--- src/rtl/ship_life_ctl.sv ---
// Player ship life-cycle controller: ALIVE -> DEAD -> INVULN -> ALIVE, with GAME_OVER once lives run out.
// All outputs are registered from the next-state values, so they update on the same edge as the state.
module ship_life_ctl #(
  parameter int LIVES         = 3,
  parameter int DEAD_FRAMES   = 60,
  parameter int INVULN_FRAMES = 120,
  parameter int BLINK_FRAMES  = 8
) (
  input  logic       pclk,
  input  logic       rst,
  input  logic       hit,
  input  logic       frame_tick,
  input  logic       restart,
  output logic [1:0] state_out,
  output logic       ship_dead,
  output logic       ship_visible,
  output logic       invuln,
  output logic       game_over,
  output logic [3:0] dead_count,
  output logic       hit_ack
);

  localparam logic [1:0] S_ALIVE     = 2'd0;
  localparam logic [1:0] S_DEAD      = 2'd1;
  localparam logic [1:0] S_INVULN    = 2'd2;
  localparam logic [1:0] S_GAME_OVER = 2'd3;

  // Limits are clamped into 1..255 so an out-of-range parameter saturates instead of wrapping.
  localparam int DEAD_I   = (DEAD_FRAMES < 1)   ? 1 : (DEAD_FRAMES > 255)   ? 255 : DEAD_FRAMES;
  localparam int INVULN_I = (INVULN_FRAMES < 1) ? 1 : (INVULN_FRAMES > 255) ? 255 : INVULN_FRAMES;
  localparam int BLINK_I  = (BLINK_FRAMES < 1)  ? 1 : (BLINK_FRAMES > 255)  ? 255 : BLINK_FRAMES;
  localparam int LIVES_I  = (LIVES < 1)         ? 1 : (LIVES > 15)          ? 15  : LIVES;

  localparam logic [7:0] DEAD_LIM   = 8'(DEAD_I);
  localparam logic [7:0] INVULN_LIM = 8'(INVULN_I);
  localparam logic [7:0] BLINK_LIM  = 8'(BLINK_I);
  localparam logic [3:0] LIVES_L    = 4'(LIVES_I);

  logic [1:0] r_state;
  logic [3:0] r_lives;
  logic [7:0] r_frame;
  logic [7:0] r_blink;
  logic       r_blink_ph;
  logic       r_hit_q;
  logic       r_hit_arm;
  logic       r_restart_q;

  logic       w_hit_evt;
  logic       w_restart_evt;
  logic [7:0] w_frame_inc;
  logic [7:0] w_blink_inc;
  logic [1:0] w_state_nx;
  logic [3:0] w_lives_nx;
  logic [7:0] w_frame_nx;
  logic [7:0] w_blink_nx;
  logic       w_phase_nx;
  logic       w_ack_nx;

  // r_hit_arm stays low until hit is seen low, so a hit held through reset release is not an edge.
  assign w_hit_evt     = hit & ~r_hit_q & r_hit_arm;
  assign w_restart_evt = restart & ~r_restart_q;
  assign w_frame_inc   = (r_frame == 8'hFF) ? 8'hFF : r_frame + 8'd1;
  assign w_blink_inc   = (r_blink == 8'hFF) ? 8'hFF : r_blink + 8'd1;

  always_comb begin
    w_state_nx = r_state;
    w_lives_nx = r_lives;
    w_frame_nx = r_frame;
    w_blink_nx = r_blink;
    w_phase_nx = r_blink_ph;
    w_ack_nx   = 1'b0;
    case (r_state)
      S_ALIVE: begin
        // A hit wins over a coincident frame_tick; ALIVE has no frame count anyway.
        if (w_hit_evt) begin
          w_ack_nx   = 1'b1;
          w_lives_nx = (r_lives != 4'd0) ? r_lives - 4'd1 : 4'd0;
          w_state_nx = (r_lives <= 4'd1) ? S_GAME_OVER : S_DEAD;
          w_frame_nx = 8'd0;
          w_blink_nx = 8'd0;
          w_phase_nx = 1'b0;
        end
      end
      S_DEAD: begin
        if (frame_tick) begin
          if (w_frame_inc >= DEAD_LIM) begin
            w_state_nx = S_INVULN;
            w_frame_nx = 8'd0;
            w_blink_nx = 8'd0;
            w_phase_nx = 1'b0;
          end else begin
            w_frame_nx = w_frame_inc;
          end
        end
      end
      S_INVULN: begin
        if (frame_tick) begin
          if (w_frame_inc >= INVULN_LIM) begin
            w_state_nx = S_ALIVE;
            w_frame_nx = 8'd0;
            w_blink_nx = 8'd0;
            w_phase_nx = 1'b0;
          end else begin
            w_frame_nx = w_frame_inc;
            if (w_blink_inc >= BLINK_LIM) begin
              w_blink_nx = 8'd0;
              w_phase_nx = ~r_blink_ph;
            end else begin
              w_blink_nx = w_blink_inc;
            end
          end
        end
      end
      S_GAME_OVER: begin
        if (w_restart_evt) begin
          w_state_nx = S_ALIVE;
          w_lives_nx = LIVES_L;
          w_frame_nx = 8'd0;
          w_blink_nx = 8'd0;
          w_phase_nx = 1'b0;
        end
      end
      default: begin
        w_state_nx = S_ALIVE;
        w_frame_nx = 8'd0;
        w_blink_nx = 8'd0;
        w_phase_nx = 1'b0;
      end
    endcase
  end

  always_ff @(posedge pclk or negedge rst) begin
    if (!rst) begin
      r_state     <= S_ALIVE;
      r_lives     <= LIVES_L;
      r_frame     <= 8'd0;
      r_blink     <= 8'd0;
      r_blink_ph  <= 1'b0;
      r_hit_q     <= 1'b0;
      r_hit_arm   <= 1'b0;
      r_restart_q <= 1'b0;
    end else begin
      r_state     <= w_state_nx;
      r_lives     <= w_lives_nx;
      r_frame     <= w_frame_nx;
      r_blink     <= w_blink_nx;
      r_blink_ph  <= w_phase_nx;
      r_hit_q     <= hit;
      r_hit_arm   <= r_hit_arm | ~hit;
      r_restart_q <= restart;
    end
  end

  always_ff @(posedge pclk or negedge rst) begin
    if (!rst) begin
      ship_dead    <= 1'b0;
      ship_visible <= 1'b1;
      invuln       <= 1'b0;
      game_over    <= 1'b0;
      dead_count   <= 4'd0;
      hit_ack      <= 1'b0;
    end else begin
      ship_dead    <= (w_state_nx == S_DEAD) || (w_state_nx == S_GAME_OVER);
      ship_visible <= (w_state_nx == S_ALIVE) || ((w_state_nx == S_INVULN) && w_phase_nx);
      invuln       <= (w_state_nx == S_INVULN);
      game_over    <= (w_state_nx == S_GAME_OVER);
      dead_count   <= LIVES_L - w_lives_nx;
      hit_ack      <= w_ack_nx;
    end
  end

  assign state_out = r_state;

endmodule

--- config.mk ---
export PLATFORM = sky130hd
export DESIGN_NAME = ship_life_ctl
export DESIGN_NICKNAME = d
export VERILOG_FILES = /design/src/rtl/ship_life_ctl.sv
export SDC_FILE = /design/constraint.sdc
export NUM_CORES = 1
export LEC_CHECK = 0
export ABC_CLOCK_PERIOD_IN_PS = 2000
export CORE_ASPECT_RATIO = 1.1
export CORE_MARGIN = 5
export CORE_UTILIZATION = 40
export CTS_CLUSTER_SIZE = 8
export DETAILED_ROUTE_END_ITERATION = 8
export PLACE_DENSITY_LB_ADDON = 0.25
export SLEW_MARGIN = 40
export SYNTH_ARGS = -nofsm -noshare
export SYNTH_HDL_FRONTEND = slang
export SYNTH_SLANG_ARGS = --single-unit
--- constraint.sdc ---
create_clock -name pclk -period 2 [get_ports pclk]
set_input_delay 0.3 -clock pclk [delete_from_list [all_inputs] [get_ports pclk]]
set_output_delay 0.3 -clock pclk [all_outputs]
set_load 0.05 [all_outputs]
== Word-level counts from Yosys, hierarchy flattened ==
Cells that the tools add are included.

* Register bits after elaboration: 35
* Output and inout port bits: 11
* Logic and storage cells: 88

* Add/subtract/negate cells: 4
* $lt $le $gt $ge: 4
* Equality and inequality tests: 13
* Mux-type cells: 37
* Bitwise gates (word level): 8
* Reduce and logical (&&, ||, !) cells: 8

{| class="wikitable"
|+ Operators with widths
! kind !! count
|-
| 8-bit two-way mux || 13
|-
| 8-bit case mux with 4 select lines || 2
|-
| 8-bit by 1-bit adder with 8-bit output (second input constant) || 2
|-
| 8-bit == test (second input constant) || 2
|-
| 2-bit two-way mux || 7
|-
| 4-bit two-way mux || 3
|-
| 2-bit inequality test (second input constant) || 5
|-
| 1-bit two-way mux || 9
|-
| 2-bit == test (second input constant) || 4
|-
| 8-bit by 4-bit >= comparator with 1-bit output (second input constant) || 1
|-
| 8-bit by 6-bit >= comparator with 1-bit output (second input constant) || 1
|-
| 8-bit by 7-bit >= comparator with 1-bit output (second input constant) || 1
|-
| 2-bit case mux with 4 select lines || 1
|-
| 4-bit case mux with 2 select lines || 1
|-
| 5-bit AND reduction || 1
|-
| 2-bit by 1-bit == test with 1-bit output (second input constant) || 2
|-
| 4-bit by 1-bit <= comparator with 1-bit output (second input constant) || 1
|-
| 2-bit logical NOT || 2
|-
| 1-bit NOT || 4
|-
| 1-bit case mux with 4 select lines || 1
|-
| 4-bit AND reduction || 1
|-
| 4-bit nonzero test || 1
|-
| 2-bit by 4-bit subtractor with 4-bit output (first input constant) || 1
|-
| 4-bit by 1-bit subtractor with 4-bit output (second input constant) || 1
|-
| other kinds (4) || 7
|}

== Longest topological paths before layout ==
Gate-level depths: netlist of the first run.

* Depth in word-level cells: 9
* Depth in mapped cells: 9

== Worst setup path after synthesis of the first run ==
OpenSTA, ideal clock, no wires.

* Kind: register -> register
* Start: register r_state[0], in the netlist state_out[0]
* End: register r_blink[1]
* Library setup time: 0.083 ns
* Data arrival time: 2.273 ns
* Required time: 1.917 ns
* Setup slack: -0.355 ns
* Stages on the path, launching flop included: 9
* Cell sequence: dfrtp_1 > inv_1 > ha_1 > nor2_1 > o21ai_0 > a21oi_1 > nand2b_1 > or2_2 > o21ai_0

* Word-level cells in the longest chain between the ends: 3

{| class="wikitable"
|+ Ends and longest elaborated chain
! item !! RTL line !! text
|-
| start: declaration || 39 || <nowiki>logic [1:0] r_state;</nowiki>
|-
| start signal: assignment || 143 || <nowiki>r_state <= w_state_nx;</nowiki>
|-
| 2-bit by 1-bit == test with 1-bit output, or another cell as far along || 72 || <nowiki>case (r_state)</nowiki>
|-
| 2-bit inequality test (no source line) || -- ||
|-
| 5-bit AND reduction (no source line) || -- ||
|-
| end signal: assignment || 146 || <nowiki>r_blink <= w_blink_nx;</nowiki>
|-
| end: declaration || 42 || <nowiki>logic [7:0] r_blink;</nowiki>
|}

Several ways; a longest one is shown, not always the timed one.
A chain may end at the register's enable or synchronous reset.

== Worst setup path after layout of the first run ==
* Start: register r_frame[0]
* End: register game_over

* Word-level cells in the longest chain between the ends: 7

{| class="wikitable"
|+ Ends and longest elaborated chain
! item !! RTL line !! text
|-
| start: declaration || 41 || <nowiki>logic [7:0] r_frame;</nowiki>
|-
| start signal: assignment || 145 || <nowiki>r_frame <= w_frame_nx;</nowiki>
|-
| 8-bit by 1-bit adder with 8-bit output / 8-bit == test (equally long branches) || 62 || <nowiki>assign w_frame_inc = (r_frame == 8'hFF) ? 8'hFF : r_frame + 8'd1;</nowiki>
|-
| 8-bit two-way mux * || 62 ||
|-
| 8-bit by 7-bit >= comparator with 1-bit output / 8-bit by 6-bit >= comparator with 1-bit output (equally long branches) || 98, 86 ||
|-
| 2-bit two-way mux (on tied branches) || 98, 86 ||
|-
| 2-bit two-way mux (on tied branches) || 97, 85 ||
|-
| 2-bit case mux with 4 select lines * || 72 ||
|-
| named net w_state_nx[1] || 52 || <nowiki>logic [1:0] w_state_nx;</nowiki>
|-
| 2-bit == test * || 166 || <nowiki>game_over <= (w_state_nx == S_GAME_OVER);</nowiki>
|-
| end signal: assignment || 166 ||
|-
| end: declaration || 18 || <nowiki>output logic game_over,</nowiki>
|}

Mark *: on every way through the listed nets, which the timed path passes. The rest lies on a longest branch.

==> metrics.txt, run 1 <==
power density over the cells between 1000 and 1500 nW/um2; first-pass GRT wire length roughly 7100 um; area share of and/or/nand/nor cells after synthesis roughly a fifth; Reg clk slew, reported paths ~70 ps; Pleak roughly 1.1 nW; mux cell area share after synthesis 0.548%; vias in the first global route ~1600; Total Nets Final about 250; Detailed Place HPWL a little under 3000 um; clock root buffer clkbuf_8; Seq/Total Area, Yosys 46.8%; flops & latches, synth 34; initial core utilization between 40% and 50%; Post-synth EDFFs 0; Syn. warnings 0; Synth Flop Type dfrtp_1; final hold violation count 0; initial antenna violation count 0; xor and xnor area share after synthesis less than 1%; Routed WL per cell 14.3 um; Clock Latency Late Sink ~280 ps; post-synth top area cell dfrtp_1; Max rail drop VDD roughly 1.1 mV; GR Util All Layers about 15%; unrepaired setup endpoints after global routing true; TritonCTS Buffers 5; most frequent cells in the layout buf_4 (39), dfrtp_1 (27), clkdlybuf4s50_1 (15), inv_1 (14), nand2_1 (14); CTS tree done; pin slew with the least headroom to its limit 512 ps; # IOs 16; Hold Buf Count CTS 0; largest net degree at the start of global routing 35; P&R area growth vs syn 37.3%; Worst slew margin 65.8%; total power around 3.0 mW; worst-path fanout max 3; max-slew violations 0; H-tree Lvls 2; Tmin final approximately 2300 ps; asr flop ratio synth 100%; n_diodes 0; remaining global-route overflow 0; post-synth cell types between 50 and 60; worst hold path class in2async; largest family of logic cells by synthesized area compound AO/OA/AOI/OAI gates; crit path DAT about 2400 ps; # Max-Cap Violations 0; worst slack, placed -210 ps; Core Rows 25; synth top area cells dfrtp_1 (42%), dfstp_2 (4.3%), a21oi_1 (4.1%); CTS sink count 34; status finished, violations left; Finished Layout Cells 298; Util after Layout between 50% and 60%; Mapped Cells around 190; # setup viols final 21; synthesized area 1830 um2; startpoint types flip-flop; violated checks setup timing; initial drt markers 74; fmax roughly 440 MHz; Avg Cell Area, Syn about 10 um2; Clock Tree Buf Depth 2; DRT antenna net count 0; Synth Area in Compound Gates about 22%; core area approximately 4300 um2; share of layout cells above drive strength 1 between 30% and 40%; Synthesized Nets 197; GPL Wtd Cong a little under 0.9; skew final around 6.4 ps; endpoint type of the worst setup path flip-flop; drt first pass iters 4; Via Count 1610; IO Port Bufs 15; Setup CP Type reg2reg; Placed Area roughly 2200 um2; Inst Count DP ~280; hold slack final about 370 ps; Tcrit/Tclk final 113%; sum of negative setup slack -2370 ps; most common cell after layout, fill and taps aside buf_4; WL final around 4300 um; Die H 80.9 um; Setup WS post-layout -255 ps; CP required around 2200 ps; Post-Synth Adder-Cell Area slightly above 4%; final non-filler cell area between 2000 and 3000 um2; DRC 0; Via density ~5.4; die area 6020 um2; Synth top area share between 40% and 50%; die span in x between 70 and 80 um
-- cell usage after synthesis, types with 2 or more instances --
cell type and number:
a211oi_1 2, a21o_1 3, a21oi_1 15, a22o_1 2
a311oi_1 2, a31oi_1 3, and2_1 8, and3_1 3
and3_4 2, buf_6 2, clkbuf_1 2, dfrtp_1 31
dfstp_2 3, ha_1 6, inv_1 14, nand2_1 14
nand2b_1 6, nand3_1 4, nand4_1 3, nor2_1 10
nor3_1 2, nor3b_1 3, o211ai_1 3, o21ai_0 11
o21bai_1 2, o32a_1 2, or3_1 3
-- worst paths after layout --
check / start / slack (ps) / end / depth (start not counted)
min in group pclk: r_hit_arm / 470 / r_hit_arm / 1
min: rst / 370 / r_frame[4] / 2
max in group asynchronous: rst / 1370 / r_lives[0] / 2
max reg2reg: r_frame[0] / -260 / game_over / 10
min reg2reg: r_hit_arm / 470 / r_hit_arm / 1
max: r_frame[0] / -260 / game_over / 10
-- cell families after synthesis --
kind of cell / Yosys count
buf+inv: 20
compound gates: 58
xor+xnor: 1
fa+ha+maj: 6
simple gates: 66
flops: 34
mux: 1
-- area by class of cell --
| type | instances | area [um2] |
|---|---|---|
| Fill cell | 377 | 1840 |
| Multi-Input combinational cell | 132 | 978 |
| Sequential cell | 34 | 860 |
| Timing Repair Buffer | 56 | 468 |
| Clock buffer | 6 | 72.6 |
| Tap cell | 54 | 67.6 |
| Inverter | 14 | 52.6 |
| Clock inverter | 2 | 10.0 |
-- sequential cells by signal, summed over array words and instances, names as in the netlist --
signal,count
hit_ack,1
r_lives,3
game_over,1
r_restart_q,1
invuln,1
r_hit_arm,1
ship_dead,1
r_hit_q,1
r_blink_ph,1
dead_count,4
r_frame,8
ship_visible,1
r_blink,8
state_out,2
-- layer usage --
| layer | part of all wire, % | routed length, um | GRT usage [%] | vias to the layer above |
|---|---|---|---|---|
| li1 | - | - | - | 782 |
| met1 | 44 | 1870 | 17.8 | 779 |
| met2 | 48 | 2050 | 25.7 | 34 |
| met3 | 5.4 | 231 | 4.58 | 15 |
| met4 | 2.8 | 121 | 7.47 | 0 |
| met5 | 0 | 0 | 0 | - |
-- critical path, stage by stage (launching register included) --
cell and delay [ps]:
dfrtp_2 430, buf_4 140, and3_4 160, a21oi_2 180, nor3b_4 70, buf_4 130
or3_1 390, a311oi_2 280, or3_4 190, inv_1 50, and2_4 130
-- repair_timing --
action | CTS | global route
endpoints found under the setup margin | 16 | 21
setup buffers | 7 | 8
pin swaps | 6 | 10
resized for setup | 11 | 12
-- power breakdown --
group          leakage (nW)  total, mW  internal [mW]  switching (mW)
Sequential            0.431      0.879          0.810          0.0693
Combinational         0.661       1.64          0.721           0.921
Clock                0.0450      0.475          0.241           0.234
(Power assumes the default switching activity.)
==> run 2, diff against run 1 <==
--- a/config.mk
+++ b/config.mk
@@ -9,6 +9,7 @@
 export CORE_ASPECT_RATIO = 1.1
 export CORE_MARGIN = 5
 export CORE_UTILIZATION = 40
+export CTS_CLUSTER_DIAMETER = 40
 export CTS_CLUSTER_SIZE = 8
 export DETAILED_ROUTE_END_ITERATION = 8
 export PLACE_DENSITY_LB_ADDON = 0.25
==> results of run 2 <==
Same layout as run 1: the final DEF is identical, and so are final timing and power.
==> run 3, diff against run 2 <==
--- a/config.mk
+++ b/config.mk
@@ -6,13 +6,14 @@
 export NUM_CORES = 1
 export LEC_CHECK = 0
 export ABC_CLOCK_PERIOD_IN_PS = 2000
-export CORE_ASPECT_RATIO = 1.1
+export CAP_MARGIN = 40
+export CORE_ASPECT_RATIO = 2
 export CORE_MARGIN = 5
 export CORE_UTILIZATION = 40
 export CTS_CLUSTER_DIAMETER = 40
 export CTS_CLUSTER_SIZE = 8
 export DETAILED_ROUTE_END_ITERATION = 8
-export PLACE_DENSITY_LB_ADDON = 0.25
+export PLACE_DENSITY = 0.62
 export SLEW_MARGIN = 40
 export SYNTH_ARGS = -nofsm -noshare
 export SYNTH_HDL_FRONTEND = slang
==> run 3 against run 2 <==
- the flow still finishes with violations (setup timing)
- first-iteration DRC count down 69%
- combinational power up 5%
- register-to-register slack about the same
==> metrics.txt, run 3 (synthesis results as in run 1) <==
Max rail drop VDD 0.824 mV (-23%); crit path DAT 2490 ps (+60 ps); drt first pass iters 4 (unchanged); pin slew with the least headroom to its limit 519 ps (+7.24 ps); biggest regs r_blink x8, r_frame x8, dead_count x4; Setup CP Type reg2reg; initial drt markers 23 (-69%); DRT antenna net count 0 (unchanged); Clock Tree Buf Depth 2 (unchanged); initial antenna violation count 0 (unchanged); endpoint type of the worst setup path flip-flop; IO Port Bufs 15 (unchanged); worst hold path class in2async; skew final 6.90 ps (+0.458 ps); hold slack final 421 ps (+50.0 ps); # setup viols final 18 (-14%); P_int 1.96 mW (+11%); # Max-Cap Violations 0 (unchanged); Setup WS post-layout -255 ps (-0.200 ps); CTS sink count 34 (unchanged); n_diodes 0 (unchanged); Flop pwr share 28.0% (-1.3 points); net switching fraction of the power 39.8% (-1.1 points); multi-input combinational cell area 1030 um2 (+5.4%); # IOs 16 (unchanged); remaining global-route overflow 0 (unchanged); Die H 106 um (+31%); Worst slew margin 65.3% (-0.48 points); Finished Layout Cells 293 (-1.7%); worst-case reg-to-reg path depth 8 (-2); fillcell total 396 (+5.0%); Detailed Place HPWL 3530 um (+20%); core area 4380 um2 (+0.78%); crit path launch r_frame[1]; Pleak 1.13 nW (-0.19%); Gate power share 53.2% (-1.6 points); reg-to-reg startpoint r_frame[1]; DRC 0 (unchanged); Clock Power Share 18.9% (+3.1 points); Tmin final 2260 ps (+0.200 ps); Hold Buf Count CTS 0 (unchanged); GR Util All Layers 16.7% (+1.3 points); Placed Area 2260 um2 (+1.0%); Total Nets Final 249 (-2.0%); CP required 2230 ps (+50 ps); largest net degree at the start of global routing 35 (unchanged); Worst Path Buf+Inv 0 (-3); unrepaired setup endpoints after global routing true; TritonCTS Buffers 5 (unchanged); final non-filler cell area 2550 um2 (+1.6%); vias in the first global route 1705 (+3.8%); die span in x 57.8 um (-22%); delay-heaviest family, CP compound AO/OA/AOI/OAI gates; Via Count 1629 (+1.2%); Inst Count DP 280 (+1.8%); initial core utilization 41.7% (-0.32 points); fmax 443 MHz (about the same); Worst path depth 8 (-2); register area 860 um2 (unchanged); violated checks setup timing; final hold violation count 0 (unchanged); first-pass GRT wire length 7830 um (+9.6%); power density over the cells 1280 nW/um2 (+6.8%); Core Rows 34 (+36%); worst-path fanout max 7 (+4); most common cell after layout, fill and taps aside buf_4; Via density 5.56 (+2.9%); GPL Wtd Cong 0.838 (-5.7%); status finished, violations left; max-slew violations 0 (unchanged); Critical Path Max Stage Delay 430 ps (about the same); Routed WL per cell 16.4 um (+14%); crit path cell chain ha_4 > a21boi_1 > o221ai_2 > and3_1 > a32o_2 > or2_4 > o32a_4 > o21ba_4; clock root buffer clkbuf_8; H-tree Lvls 2 (unchanged); most frequent cells in the layout buf_4 (33), dfrtp_1 (27), a21oi_1 (14), clkdlybuf4s50_1 (14); die area 6100 um2 (+1.3%); CTS tree done; share of layout cells above drive strength 1 35.1% (+3.2 points); Clock Latency Late Sink 290 ps (about the same); WL final 4800 um (+12%); Tcrit/Tclk final 113% (about the same); CP max stage cell dfrtp_1; Sw Pwr 1.29 mW (+5.7%); startpoint types flip-flop; P&R area growth vs syn 39.6%; Reg clk slew, reported paths 70 ps (about the same)
[run 3: cell types whose count changed in the layout (fill, tap and decap cells not counted), sizes merged]
cell	previous run	this run
clkinv	2	0
bufinv	0	1
clkbuf	6	7
clkdlybuf4s50	15	14
buf	41	37
[run 3: final cells by class]
type                       instances  share of cell area [%]
multi-input combinational        132                    40.4
sequential                        34                    33.7
timing repair buffer              51                    17.0
clock buffer                       7                    2.99
tap                               54                    2.65
inverter                          14                    2.06
clock inverter                     1                    1.18
[run 3: timing repair]
item                       4_1_cts  5_1_grt
setup endpoints to repair       21       21
setup buffers                    3        2
resized for setup               27       12
pin swaps                       14       12
[run 3: layer usage]
layer / vias up / global-route usage (%) / share of wire (%)
li1: 774 / - / -
met1: 789 / 16.1 / 35
met2: 49 / 30.8 / 58
met3: 17 / 3.43 / 3.1
met4: 0 / 10.3 / 4.6
met5: - / 0 / 0
[run 3: final timing paths]
path                                 to  slack [ps]
max                        ship_visible        -260
min                          r_blink[6]         420
max reg2reg                ship_visible        -260
min reg2reg                   r_hit_arm         470
max in group asynchronous  ship_visible        1230
min in group pclk             r_hit_arm         470
[run 3: worst reg2reg max path, stage by stage, from the launching register on]
cell and delay [ps]:
dfrtp_1 430, ha_4 200, a21boi_1 190, o221ai_2 120, and3_1 200, a32o_2 270
or2_4 250, o32a_4 330, o21ba_4 220
[run 3: per-stage QoR]
step / TNS, ps / utilization, % / total power [mW] / worst slack (ps)
6_report: -1780 / 58.2 / 3.25 / -255
5_1_grt: -3590 / 58.2 / 3.46 / -347
4_1_cts: -1720 / 56.3 / 3.16 / -200
3_5_place_dp: -2840 / 51.5 / 2.34 / -246
3_3_place_gp: -1910 / 51.5 / 2.31 / -214
2_1_floorplan: -163 / - / 1.79 / -82.7
[run 3: power groups by stage]
stage | logic (mW) | clock network (mW) | registers [mW]
finish | 1.73 | 0.614 | 0.910
floorplan | 0.674 | 0 | 1.12
global route | 1.87 | 0.662 | 0.927
CTS | 1.62 | 0.632 | 0.905
global placement | 1.40 | 0 | 0.908
detailed placement | 1.43 | 0 | 0.917
